`src/rtl/button_pkg.sv`:
```
// Shared types and defaults for the push-button debouncer.
package button_pkg;

  typedef enum logic [1:0] {
    ST_IDLE         = 2'd0,
    ST_PRESS_WAIT   = 2'd1,
    ST_PRESSED      = 2'd2,
    ST_RELEASE_WAIT = 2'd3
  } btn_state_t;

  localparam int DEBOUNCE_CYCLES_DEF   = 8;
  localparam int LONG_PRESS_CYCLES_DEF = 32;
  localparam int PRESS_COUNT_W         = 8;

endpackage

```
`src/rtl/sync_2ff.sv`:
```
// Two-flop synchronizer for a single asynchronous level.
module sync_2ff (
  input  logic clk,
  input  logic rst,
  input  logic d,
  output logic q
);

  logic s1_q, s1_d;
  logic s2_q, s2_d;

  always_comb begin
    s1_d = d;
    s2_d = s1_q;
  end

  always_ff @(posedge clk) begin
    if (rst) begin
      s1_q <= 1'b0;
      s2_q <= 1'b0;
    end else begin
      s1_q <= s1_d;
      s2_q <= s2_d;
    end
  end

  assign q = s2_q;

endmodule

```
`src/rtl/button_debouncer.sv`:
```
// Debounces a raw push-button and reports press, release and long-press events.
module button_debouncer
  import button_pkg::*;
#(
  parameter int DEBOUNCE_CYCLES   = DEBOUNCE_CYCLES_DEF,
  parameter int LONG_PRESS_CYCLES = LONG_PRESS_CYCLES_DEF
) (
  input  logic                     clk,
  input  logic                     rst,
  input  logic                     btn_in,
  output logic                     btn_level,
  output logic                     press_pulse,
  output logic                     release_pulse,
  output logic                     long_press_pulse,
  output logic [PRESS_COUNT_W-1:0] press_count
);

  localparam int DB_W   = $clog2(DEBOUNCE_CYCLES + 1);
  localparam int HOLD_W = $clog2(LONG_PRESS_CYCLES + 1);
  localparam logic [DB_W-1:0]   DB_LAST   = DB_W'(DEBOUNCE_CYCLES - 1);
  localparam logic [HOLD_W-1:0] HOLD_MAX  = HOLD_W'(LONG_PRESS_CYCLES);
  localparam logic [HOLD_W-1:0] HOLD_LAST = HOLD_W'(LONG_PRESS_CYCLES - 1);

  logic btn_s;

  btn_state_t               state_q, state_d;
  logic [DB_W-1:0]          db_cnt_q, db_cnt_d;
  logic [HOLD_W-1:0]        hold_q, hold_d;
  logic [PRESS_COUNT_W-1:0] count_q, count_d;
  logic                     level_q, level_d;
  logic                     press_q, press_d;
  logic                     rel_q, rel_d;
  logic                     long_q, long_d;

  sync_2ff u_sync (
    .clk (clk),
    .rst (rst),
    .d   (btn_in),
    .q   (btn_s)
  );

  always_comb begin
    state_d  = state_q;
    db_cnt_d = db_cnt_q;
    hold_d   = hold_q;
    count_d  = count_q;
    press_d  = 1'b0;
    rel_d    = 1'b0;
    long_d   = 1'b0;
    case (state_q)
      ST_IDLE: begin
        if (btn_s) begin
          state_d  = ST_PRESS_WAIT;
          db_cnt_d = DB_W'(1);
        end
      end
      ST_PRESS_WAIT: begin
        if (!btn_s) begin
          state_d  = ST_IDLE;
          db_cnt_d = '0;
        end else if (db_cnt_q == DB_LAST) begin
          state_d  = ST_PRESSED;
          db_cnt_d = '0;
          hold_d   = '0;
          press_d  = 1'b1;
          count_d  = count_q + PRESS_COUNT_W'(1);
        end else begin
          db_cnt_d = db_cnt_q + DB_W'(1);
        end
      end
      ST_PRESSED: begin
        // A falling sample takes priority over the hold counter reaching its limit.
        if (!btn_s) begin
          state_d  = ST_RELEASE_WAIT;
          db_cnt_d = DB_W'(1);
        end else if (hold_q != HOLD_MAX) begin
          hold_d = hold_q + HOLD_W'(1);
          long_d = (hold_q == HOLD_LAST);
        end
      end
      ST_RELEASE_WAIT: begin
        // Bounce back to PRESSED keeps the hold count so a long press still fires once.
        if (btn_s) begin
          state_d  = ST_PRESSED;
          db_cnt_d = '0;
        end else if (db_cnt_q == DB_LAST) begin
          state_d  = ST_IDLE;
          db_cnt_d = '0;
          rel_d    = 1'b1;
        end else begin
          db_cnt_d = db_cnt_q + DB_W'(1);
        end
      end
      default: begin
        state_d  = ST_IDLE;
        db_cnt_d = '0;
      end
    endcase
    level_d = (state_d == ST_PRESSED) || (state_d == ST_RELEASE_WAIT);
  end

  always_ff @(posedge clk) begin
    if (rst) begin
      state_q  <= ST_IDLE;
      db_cnt_q <= '0;
      hold_q   <= '0;
      count_q  <= '0;
      level_q  <= 1'b0;
      press_q  <= 1'b0;
      rel_q    <= 1'b0;
      long_q   <= 1'b0;
    end else begin
      state_q  <= state_d;
      db_cnt_q <= db_cnt_d;
      hold_q   <= hold_d;
      count_q  <= count_d;
      level_q  <= level_d;
      press_q  <= press_d;
      rel_q    <= rel_d;
      long_q   <= long_d;
    end
  end

  assign btn_level        = level_q;
  assign press_pulse      = press_q;
  assign release_pulse    = rel_q;
  assign long_press_pulse = long_q;
  assign press_count      = count_q;

endmodule

```
`config.mk`:
```
export PLATFORM = sky130hd
export DESIGN_NAME = button_debouncer
export DESIGN_NICKNAME = d
export VERILOG_FILES = /design/src/rtl/button_pkg.sv /design/src/rtl/sync_2ff.sv /design/src/rtl/button_debouncer.sv
export SDC_FILE = /design/constraint.sdc
export NUM_CORES = 1
export LEC_CHECK = 0
export CAP_MARGIN = 15
export CORE_MARGIN = 1.5
export CORE_UTILIZATION = 58
export DETAILED_ROUTE_END_ITERATION = 8
export PLACE_DENSITY_LB_ADDON = 0.25
export SETUP_SLACK_MARGIN = 0.5
export SYNTH_ARGS = -nofsm -noshare
export SYNTH_HDL_FRONTEND = slang
export SYNTH_SLANG_ARGS = --single-unit
export TNS_END_PERCENT = 5
```
`constraint.sdc`:
```
create_clock -name clk -period 4.7 [get_ports clk]
set_clock_uncertainty 0.2 [all_clocks]
set_input_delay 0.47 -clock clk [delete_from_list [all_inputs] [get_ports clk]]
set_output_delay 0.47 -clock clk [all_outputs]
set_load 0.1 [all_outputs]
```
==> results of run 1 <==
-- cell usage in the layout, fill, tap and decap left out --
cell and instances:
sky130_fd_sc_hd__nor3b_1 2, sky130_fd_sc_hd__or4_1 3, sky130_fd_sc_hd__and3b_1 1, sky130_fd_sc_hd__o32ai_1 1
sky130_fd_sc_hd__nor2b_1 4, sky130_fd_sc_hd__clkbuf_4 3, sky130_fd_sc_hd__nand2b_1 4, sky130_fd_sc_hd__nand2_1 14
sky130_fd_sc_hd__a31oi_1 1, sky130_fd_sc_hd__or3_1 2, sky130_fd_sc_hd__a21boi_1 1, sky130_fd_sc_hd__mux2_2 1
sky130_fd_sc_hd__dfxtp_1 25, sky130_fd_sc_hd__nor4_1 4, sky130_fd_sc_hd__and2_1 1, sky130_fd_sc_hd__a311oi_2 1
sky130_fd_sc_hd__inv_1 6, sky130_fd_sc_hd__a2111oi_0 1, sky130_fd_sc_hd__a311oi_1 1, sky130_fd_sc_hd__nand4b_1 2
sky130_fd_sc_hd__a211oi_4 1, sky130_fd_sc_hd__nor3_1 5, sky130_fd_sc_hd__a21oi_1 4, sky130_fd_sc_hd__o21ai_0 5
sky130_fd_sc_hd__nand4_1 2, sky130_fd_sc_hd__clkinv_2 1, sky130_fd_sc_hd__xor2_1 1, sky130_fd_sc_hd__clkdlybuf4s50_1 14
sky130_fd_sc_hd__xnor2_1 4, sky130_fd_sc_hd__nor2_1 14, sky130_fd_sc_hd__a221oi_1 1, sky130_fd_sc_hd__nand3_1 7
sky130_fd_sc_hd__nand3b_1 2, sky130_fd_sc_hd__nor4b_1 1, sky130_fd_sc_hd__ha_1 9, sky130_fd_sc_hd__a22oi_1 1
sky130_fd_sc_hd__o31ai_1 4, sky130_fd_sc_hd__mux2i_1 5
-- worst min-delay path by stage --
| stage | startpoint | end | slack, ns | cells after the start |
|---|---|---|---|---|
| 3_3_place_gp | u_sync.s1_q | u_sync.q | 0.22 | 1 |
| 5_1_grt | u_sync.s1_q | u_sync.q | 0.27 | 1 |
| 6_report | u_sync.s1_q | u_sync.q | 0.26 | 1 |
| 2_1_floorplan | u_sync.s1_q | u_sync.q | 0.21 | 1 |
| 3_5_place_dp | u_sync.s1_q | u_sync.q | 0.23 | 1 |
| 4_1_cts | u_sync.s1_q | u_sync.q | 0.26 | 1 |
-- stage by stage --
stage / utilization, % / hold slack (ns) / setup WS [ns] / instances / area (µm²)
2_1_floorplan: - / 0.214 / 2.02 / 146 / 1300
3_3_place_gp: 70.5 / 0.224 / 2.35 / 182 / 1440
3_5_place_dp: 70.5 / 0.227 / 2.20 / 182 / 1440
4_1_cts: 71.9 / 0.258 / 2.06 / 186 / 1470
5_1_grt: 71.9 / 0.274 / 2.02 / 186 / 1470
6_report: 71.9 / 0.257 / 2.08 / 186 / 1470
-- worst reg2reg max path: cells and delay by family (launching register included) --
family / cells / cell delay (ns)
simple gates: 2 / 0.30
flops: 1 / 0.35
buf+inv: 1 / 0.12
compound gates: 2 / 0.92
fa+ha+maj: 1 / 0.37
-- logic make-up after synthesis --
| kind of cell | after synthesis | synth area share, % |
|---|---|---|
| compound gates | 22 | 12.8 |
| fa+ha+maj | 9 | 8.68 |
| buf+inv | 11 | 4.15 |
| xor+xnor | 5 | 3.37 |
| flops | 25 | 38.6 |
| mux | 6 | 4.73 |
| simple gates | 68 | 27.7 |
-- final cells by class --
type,count,area share (%)
multi-input cells,110,50.6
flip-flops and latches,25,34.1
clock inverters,1,0.341
clock buffers,3,1.53
inverters,6,1.53
repair buffers,14,9.55
well taps,27,2.30
-- where the power goes --
part	total, mW	internal [mW]	switching, mW
logic	0.216	0.0727	0.143
registers	0.240	0.225	0.0152
clock network	0.0979	0.0319	0.0660
-- sequential cells by signal, summed over array words and instances (netlist names) --
signal,cells
release_pulse,1
u_sync.q,1
db_cnt_q,4
long_press_pulse,1
press_count,8
hold_q,6
u_sync.s1_q,1
press_pulse,1
state_q,2
-- routing by layer --
layer	routed length (µm)	GRT usage (%)	up-vias
li1	-	-	551
met2	1330	42.5	31
met4	80	8.11	0
met1	1140	26.4	529
met3	75	2.68	10
met5	0	0	-
==> out/qor.json, run 1 <==
{
  "grt": {
    "grt_pass1_wl_um": 4370,
    "gr-usage-all-layers_pct": 22.7,
    "grt_start_max_net_pins": 25,
    "final_global_route_overflow_total": 0,
    "antenna_found_initial": 0,
    "via_count_of_the_first_global_routing_pass": 1027
  },
  "floorplan": {
    "top_level_ports": 15,
    "chipWidth_um": 50.3,
    "core_region_area_um2": 2040,
    "initial_standard_cell_utilization_of_the_core_pct": 63.5,
    "die_area_um2": 2530,
    "die-height_um": 50.3,
    "std_cell_rows": 16
  },
  "logic_synthesis": {
    "most_used_standard_cell_by_instance_count_after_synthesis": "sky130_fd_sc_hd__dfxtp_1",
    "synth_edf_count": 0,
    "ys_types": 39,
    "synth-main-ff-cell": "sky130_fd_sc_hd__dfxtp_1",
    "synthesis.instances": 146,
    "synth.net_count": 158,
    "ys_top_cells_by_area": "sky130_fd_sc_hd__dfxtp_1 (39%), sky130_fd_sc_hd__ha_1 (8.7%), sky130_fd_sc_hd__nand2_1 (4.1%)",
    "ys_seq_area_share_pct": 38.6,
    "synth-seq-cells": 25,
    "synth.cell_area_um2": 1300,
    "postSynthAreaPerCell_um2": 8.89,
    "yosys.area.top_type_share_pct": 38.6,
    "synth.largest_area_cell": "sky130_fd_sc_hd__dfxtp_1",
    "ys_top_cells_by_count": "sky130_fd_sc_hd__dfxtp_1 (25), sky130_fd_sc_hd__nand2_1 (14), sky130_fd_sc_hd__nor2_1 (14), sky130_fd_sc_hd__ha_1 (9), sky130_fd_sc_hd__nand3_1 (7)",
    "ys_warn_count": 0,
    "fraction_of_synthesis_flops_using_an_asynchronous_set_or_reset_pin_pct": 0
  },
  "cts": {
    "cts.reportedPaths.clkPinSlew_ns": 0.14,
    "cts_resized": 0,
    "clkSinkCount": 25,
    "cts_made_buffers": 3,
    "post-cts-setup-buffer-count": 0,
    "cts_max_path_buffers": 2,
    "cts_root_buf": "sky130_fd_sc_hd__clkbuf_4",
    "tritoncts_clock_tree": "done",
    "cts_hold_repair.buffers": 0,
    "clock_latency_ns": 0.32,
    "htree_num_levels": 1
  },
  "drt": {
    "detailroute.via_count": 1121,
    "drt_wl_total_um": 2620,
    "detail_route.drc_violations": 0,
    "route.detailed.vias_per_inst": 6.03,
    "detail_route.wl_per_cell_um": 14.1,
    "initialDrtViolationCount": 37,
    "final_antenna_net_count": 0,
    "first_pass_iters": 4
  },
  "job": {
    "cap_viol_max_count": 0
  },
  "critical_path": {
    "startpoint_of_the_worst_setup_timing_path": "state_q[1]",
    "timing.critical_path.max_delay_family": "buffers and inverters",
    "count_of_buffering_cells_on_the_critical_path_with_inverters_included": 1,
    "critPathCapture": "btn_level",
    "critical_path_arrival_ns": 1.95,
    "endpoint_kind": "output pin",
    "reg2reg_from": "state_q[0]",
    "rr_endpoint": "hold_q[0]",
    "timing.reg2reg.worst_path_depth": 6,
    "timing_worst_setup_path_type": "reg -> out",
    "cell_depth_of_the_worst_setup_path": 1,
    "worstSetupStartpointType": "flop",
    "critPathRequiredTime_ns": 4.03,
    "slowest_delay_ns": 1.18,
    "slowest_stage": "sky130_fd_sc_hd__clkdlybuf4s50_1",
    "cp_max_fo": 6,
    "r2r_setup_slack_ns": 2.35,
    "critical_path.cell_chain": "clkdlybuf4s50_1"
  },
  "placement": {
    "hpwl_um": 1970,
    "gp_congestion": 0.814,
    "count_of_buffers_from_port_buffering": 14
  },
  "finish": {
    "fillerInstances": 179,
    "seq_area_um2": 500,
    "multi_input_area_um2": 743,
    "post_route_cells_drive_above_1_share_pct": 4.40,
    "syn_to_final_growth_pct": 13.1,
    "layout.nets": 172,
    "antenna_cells": 0
  },
  "timing": {
    "worst_slew_margin_relative_to_its_limit_pct": 34.6,
    "setup_violations": 0,
    "timing.final.crit_share_pct": 55.8,
    "fin_setup_tns_ns": 0,
    "slew_viol_final": 0,
    "worst_pin_slew_ns": 0.978,
    "rsz0062_at_grt": "false",
    "finalHoldViolCount": 0,
    "fmax_ghz": 0.382,
    "final.min_clock_period_ns": 2.62
  },
  "status": {
    "result_of_the_run": "completed"
  },
  "worst_hold_path": {
    "hold_class": "reg -> reg"
  },
  "pwr": {
    "design_power_total_mw": 0.553,
    "p_leak_nw": 0.481,
    "power_density_nw_per_um2": 377,
    "ir_worst_vdd_v": 0.000403
  }
}
No activity file was read; power rests on OpenSTA's default activity.
==> run 2: changes to the inputs <==
- CORE_UTILIZATION: 58 -> 49
- clock period: 4.7 -> 2.3 ns (I/O delays scaled with it)
==> out/qor.json, run 2 (synthesis results as in run 1) <==
{
  "finish": {
    "post_route_cells_drive_above_1_share_pct": 37.9,
    "largest_register_ff_count": 8,
    "syn_to_final_growth_pct": 31.8,
    "fin_area_um2": 1710,
    "antenna_cells": 0,
    "mostFrequentLayoutCell": "sky130_fd_sc_hd__buf_4",
    "final_cell_mix": "sky130_fd_sc_hd__buf_4 (21), sky130_fd_sc_hd__nand2_1 (13), sky130_fd_sc_hd__dfxtp_1 (12), sky130_fd_sc_hd__dfxtp_2 (11), sky130_fd_sc_hd__nor2_1 (10)",
    "layout.nets": 182,
    "finish.cell_count_without_fillers": 199
  },
  "grt": {
    "final_global_route_overflow_total": 0,
    "antenna_found_initial": 0,
    "grt_start_max_net_pins": 19,
    "gr-usage-all-layers_pct": 20.6,
    "via_count_of_the_first_global_routing_pass": 1025,
    "grt_pass1_wl_um": 4460
  },
  "floorplan": {
    "core_region_area_um2": 2500,
    "chipWidth_um": 54.5,
    "top_level_ports": 15,
    "initial_standard_cell_utilization_of_the_core_pct": 51.9,
    "std_cell_rows": 18,
    "die_area_um2": 2970,
    "die-height_um": 54.5
  },
  "drt": {
    "detail_route.drc_violations": 0,
    "detailroute.via_count": 1157,
    "drt_wl_total_um": 2910,
    "detail_route.wl_per_cell_um": 14.6,
    "first_pass_iters": 4,
    "route.detailed.vias_per_inst": 5.81,
    "initialDrtViolationCount": 21,
    "final_antenna_net_count": 0
  },
  "timing": {
    "rsz0062_at_grt": "true",
    "finalHoldViolCount": 0,
    "fmax_ghz": 0.549,
    "setup_violations": 0,
    "timing.final.crit_share_pct": 79.2,
    "worst_pin_slew_ns": 0.469,
    "slew_viol_final": 0,
    "final.min_clock_period_ns": 1.82,
    "fin_setup_tns_ns": 0,
    "worst_slew_margin_relative_to_its_limit_pct": 68.6
  },
  "placement": {
    "count_of_buffers_from_port_buffering": 14,
    "hpwl_um": 1860,
    "dp.cells": 186,
    "gp_congestion": 0.850,
    "place_area_um2": 1490
  },
  "cts": {
    "cts_max_path_buffers": 2,
    "cts_root_buf": "sky130_fd_sc_hd__clkbuf_4",
    "clkSinkCount": 25,
    "cts_hold_repair.buffers": 0,
    "htree_num_levels": 1,
    "cts.reportedPaths.clkPinSlew_ns": 0.15,
    "clock_latency_ns": 0.32,
    "cts_made_buffers": 3,
    "tritoncts_clock_tree": "done"
  },
  "critical_path": {
    "r2r_setup_slack_ns": 0.48,
    "startpoint_of_the_worst_setup_timing_path": "db_cnt_q[1]",
    "cp_max_fo": 8,
    "critPathCapture": "hold_q[4]",
    "worstSetupStartpointType": "flop",
    "rr_endpoint": "hold_q[4]",
    "reg2reg_from": "db_cnt_q[1]",
    "critPathRequiredTime_ns": 2.36,
    "critical_path_arrival_ns": 1.88,
    "timing_worst_setup_path_type": "reg -> reg",
    "timing.reg2reg.worst_path_depth": 5,
    "endpoint_kind": "flop"
  },
  "pwr": {
    "ir_worst_vdd_v": 0.000691,
    "switching_power_mw": 0.560,
    "sw_frac_of_total_pct": 40.2,
    "p_leak_nw": 0.598,
    "power_density_nw_per_um2": 813,
    "power.combinational.fraction_pct": 48.4,
    "cell_internal_pwr_mw": 0.831,
    "power.sequential.fraction_pct": 37.0,
    "share_clk_of_total_power_pct": 14.6
  },
  "status": {
    "result_of_the_run": "completed"
  },
  "worst_hold_path": {
    "hold_class": "reg -> reg",
    "holdCritStartpoint": "u_sync.s1_q"
  },
  "job": {
    "cap_viol_max_count": 0
  }
}
==> run 2: cell count changes in the layout (fill, tap and decap cells not counted), sizes merged <==
| cell | before | now |
|---|---|---|
| buf | 0 | 22 |
| clkinvlp | 0 | 1 |
| clkinv | 1 | 0 |
| clkdlybuf4s50 | 14 | 2 |
==> run 2: per-stage QoR <==
stage | total power, mW | hold slack [ns] | utilization (%) | setup slack, ns
after floorplan | 0.916 | 0.158 | - | 0.425
after global placement | 0.997 | 0.225 | 59.8 | 0.380
after detailed placement | 1.02 | 0.231 | 59.8 | 0.308
after CTS | 1.36 | 0.246 | 65.5 | 0.479
after global routing | 1.47 | 0.258 | 68.4 | 0.405
final | 1.39 | 0.253 | 68.4 | 0.479
==> run 2: timing repair <==
action / in CTS / in global routing
endpoints found under the setup margin: 12 / 14
resized for setup: 15 / 12
setup buffers: 8 / 1
pin swaps: 6 / 5
==> run 2: area by class of cell <==
| cell class | count | area, µm² |
|---|---|---|
| tap | 30 | 37.5 |
| multi-input combinational | 110 | 896 |
| fill | 208 | 790 |
| timing repair buffer | 24 | 198 |
| inverter | 6 | 27.5 |
| clock buffer | 3 | 22.5 |
| sequential | 25 | 522 |
| clock inverter | 1 | 7.51 |
==> run 2: worst min path at each step <==
| stage | end | cells past startpoint |
|---|---|---|
| after global routing | u_sync.s1_q | 2 |
| after global placement | u_sync.q | 1 |
| after detailed placement | u_sync.q | 1 |
| after CTS | u_sync.s1_q | 2 |
| final | u_sync.q | 1 |
| after floorplan | u_sync.s1_q | 1 |
==> run 2: routing by layer <==
metal  up-vias  GRT usage [%]  share of wire [%]
li1        567              -                  -
met1       554           25.6                 46
met2        32           36.1                 49
met3         4           3.28                3.1
met4         0           6.25                1.3
met5         -              0                  0
==> run 2: power groups by stage <==
stage / clock [mW] / sequential (mW) / combinational [mW]
5_1_grt: 0.226 / 0.521 / 0.727
4_1_cts: 0.217 / 0.511 / 0.628
3_3_place_gp: 0 / 0.514 / 0.483
3_5_place_dp: 0 / 0.518 / 0.502
2_1_floorplan: 0 / 0.570 / 0.346
6_report: 0.203 / 0.515 / 0.673
==> run 2: critical path, stage by stage, from the launching register on <==
cell and delay (ns):
sky130_fd_sc_hd__dfxtp_2 0.37, sky130_fd_sc_hd__ha_4 0.16, sky130_fd_sc_hd__and3b_2 0.26, sky130_fd_sc_hd__a211oi_4 0.44, sky130_fd_sc_hd__o31ai_1 0.15, sky130_fd_sc_hd__a21boi_1 0.18
==> run 3: changes to the inputs <==
- clock period: 2.3 -> 1.5 ns (I/O delays scaled with it)
==> out/qor.json, run 3 (synthesis results as in run 1) <==
{
  "timing": {
    "final.min_clock_period_ns": 1.87,
    "crit_path_setup_slack_layout_ns": -0.372,
    "fmax_ghz": 0.534,
    "setup_violations": 20,
    "worst_pin_slew_ns": 0.403,
    "rsz0062_at_grt": "true",
    "finalHoldViolCount": 0,
    "timing.final.crit_share_pct": 125,
    "worst_slew_margin_relative_to_its_limit_pct": 73.1,
    "slew_viol_final": 0
  },
  "finish": {
    "mostFrequentLayoutCell": "sky130_fd_sc_hd__buf_4",
    "fin_area_um2": 2120,
    "multi_input_area_um2": 912,
    "syn_to_final_growth_pct": 63.4,
    "layout.nets": 209,
    "finish.cell_count_without_fillers": 226,
    "antenna_cells": 0,
    "largest_register_ff_count": 8,
    "post_route_cells_drive_above_1_share_pct": 49.0,
    "fillerInstances": 134,
    "seq_area_um2": 541,
    "final_cell_mix": "sky130_fd_sc_hd__buf_4 (31), sky130_fd_sc_hd__nand2_1 (13), sky130_fd_sc_hd__buf_12 (13), sky130_fd_sc_hd__nor2_1 (9), sky130_fd_sc_hd__dfxtp_1 (9)"
  },
  "pwr": {
    "share_clk_of_total_power_pct": 13.0,
    "power.combinational.fraction_pct": 55.8,
    "power_density_nw_per_um2": 1150,
    "sw_frac_of_total_pct": 38.7,
    "power.sequential.fraction_pct": 31.2,
    "ir_worst_vdd_v": 0.00159,
    "switching_power_mw": 0.941,
    "cell_internal_pwr_mw": 1.49,
    "p_leak_nw": 0.758
  },
  "status": {
    "failed_checks": "setup timing",
    "result_of_the_run": "finished, violations left"
  },
  "critical_path": {
    "critPathRequiredTime_ns": 1.55,
    "worstSetupStartpointType": "flop",
    "startpoint_of_the_worst_setup_timing_path": "state_q[0]",
    "critical_path_arrival_ns": 1.93,
    "cp_max_fo": 7,
    "timing_worst_setup_path_type": "reg -> reg",
    "endpoint_kind": "flop",
    "reg2reg_from": "state_q[0]"
  },
  "placement": {
    "gp_congestion": 0.825,
    "dp.cells": 216,
    "place_area_um2": 1870,
    "hpwl_um": 2310,
    "count_of_buffers_from_port_buffering": 14
  },
  "job": {
    "cap_viol_max_count": 0
  },
  "drt": {
    "detail_route.wl_per_cell_um": 16.2,
    "detailroute.via_count": 1296,
    "first_pass_iters": 4,
    "initialDrtViolationCount": 16,
    "drt_wl_total_um": 3650,
    "route.detailed.vias_per_inst": 5.73,
    "final_antenna_net_count": 0,
    "detail_route.drc_violations": 0
  },
  "floorplan": {
    "top_level_ports": 15,
    "std_cell_rows": 18,
    "die-height_um": 54.5,
    "initial_standard_cell_utilization_of_the_core_pct": 51.9,
    "core_region_area_um2": 2500,
    "chipWidth_um": 54.5,
    "die_area_um2": 2970
  },
  "cts": {
    "cts_hold_repair.buffers": 0,
    "cts_root_buf": "sky130_fd_sc_hd__clkbuf_4",
    "clkSinkCount": 25,
    "clock_latency_ns": 0.33,
    "tritoncts_clock_tree": "done",
    "cts_made_buffers": 3,
    "htree_num_levels": 1,
    "cts_max_path_buffers": 2,
    "cts.reportedPaths.clkPinSlew_ns": 0.14
  },
  "grt": {
    "gr-usage-met3_pct": 4.92,
    "grt_most_used_layer": "met2",
    "final_global_route_overflow_total": 0,
    "met1_grt_util_pct": 30.1,
    "via_count_of_the_first_global_routing_pass": 1337,
    "antenna_found_initial": 0,
    "use_met2_pct": 49.8,
    "grt_start_max_net_pins": 21,
    "grt_pass1_wl_um": 5820,
    "gr-usage-all-layers_pct": 27.2
  },
  "worst_hold_path": {
    "holdCritStartpoint": "btn_in",
    "hold_class": "in -> reg"
  }
}
run 3: cell count changes in the layout (fill, tap and decap cells not counted), moves of 3 or more:
cell / change
sky130_fd_sc_hd__buf_12: +12
sky130_fd_sc_hd__dfxtp_4: +6
sky130_fd_sc_hd__buf_4: +10
sky130_fd_sc_hd__buf_6: +4
sky130_fd_sc_hd__dfxtp_1: -3
sky130_fd_sc_hd__dfxtp_2: -3
run 3: metrics by stage:
step	setup TNS, ns	setup WS, ns	utilization, %	hold WS (ns)	power, mW
floorplan	-5.08	-0.375	-	0.0782	1.40
global placement	-3.80	-0.315	74.8	0.219	1.76
detailed placement	-5.39	-0.462	74.8	0.241	1.79
CTS	-4.53	-0.297	82.3	0.159	2.35
global route	-6.51	-0.417	84.8	0.159	2.57
finish	-4.95	-0.372	84.8	0.161	2.43
run 3: timing repair:
action | CTS | global route
setup endpoints to repair | 37 | 37
buffers inserted | 6 | 0
pin swaps | 17 | 5
resized for setup | 33 | 12
run 3: power groups by stage:
stage	Combinational (mW)	Sequential [mW]	Clock [mW]
after floorplan	0.531	0.874	0
after global placement	0.988	0.768	0
after detailed placement	1.02	0.772	0
after CTS	1.27	0.753	0.324
after global routing	1.47	0.761	0.341
final	1.36	0.759	0.315
run 3: path summary, 6_finish.rpt:
check        slack (ns)  cells after the start     endpoint
max               -0.37                      7    hold_q[5]
min                0.16                      2  u_sync.s1_q
max reg2reg       -0.37                      7    hold_q[5]
min reg2reg        0.26                      1     u_sync.q
run 3: final cells by class:
class / instances / area share (%)
Sequential cell: 25 / 25.5
Timing Repair Buffer: 51 / 27.0
Inverter: 6 / 1.30
Clock buffer: 3 / 1.06
Tap cell: 30 / 1.77
Multi-Input combinational cell: 110 / 43.0
Clock inverter: 1 / 0.295
run 3: critical path, cell delays in order (launching register included):
cell,delay [ns]
sky130_fd_sc_hd__dfxtp_2,0.36
sky130_fd_sc_hd__buf_4,0.14
sky130_fd_sc_hd__ha_4,0.20
sky130_fd_sc_hd__nor2b_4,0.13
sky130_fd_sc_hd__a211oi_4,0.07
sky130_fd_sc_hd__buf_12,0.15
sky130_fd_sc_hd__nor4_4,0.28
sky130_fd_sc_hd__mux2i_1,0.26
run 3: metal layers:
metal / routed length (µm) / part of all wire (%) / vias up
met5: 0 / 0 / -
met1: 1490 / 41 / 629
met3: 140 / 3.8 / 9
li1: - / - / 627
met2: 1960 / 54 / 31
met4: 59 / 1.6 / 0
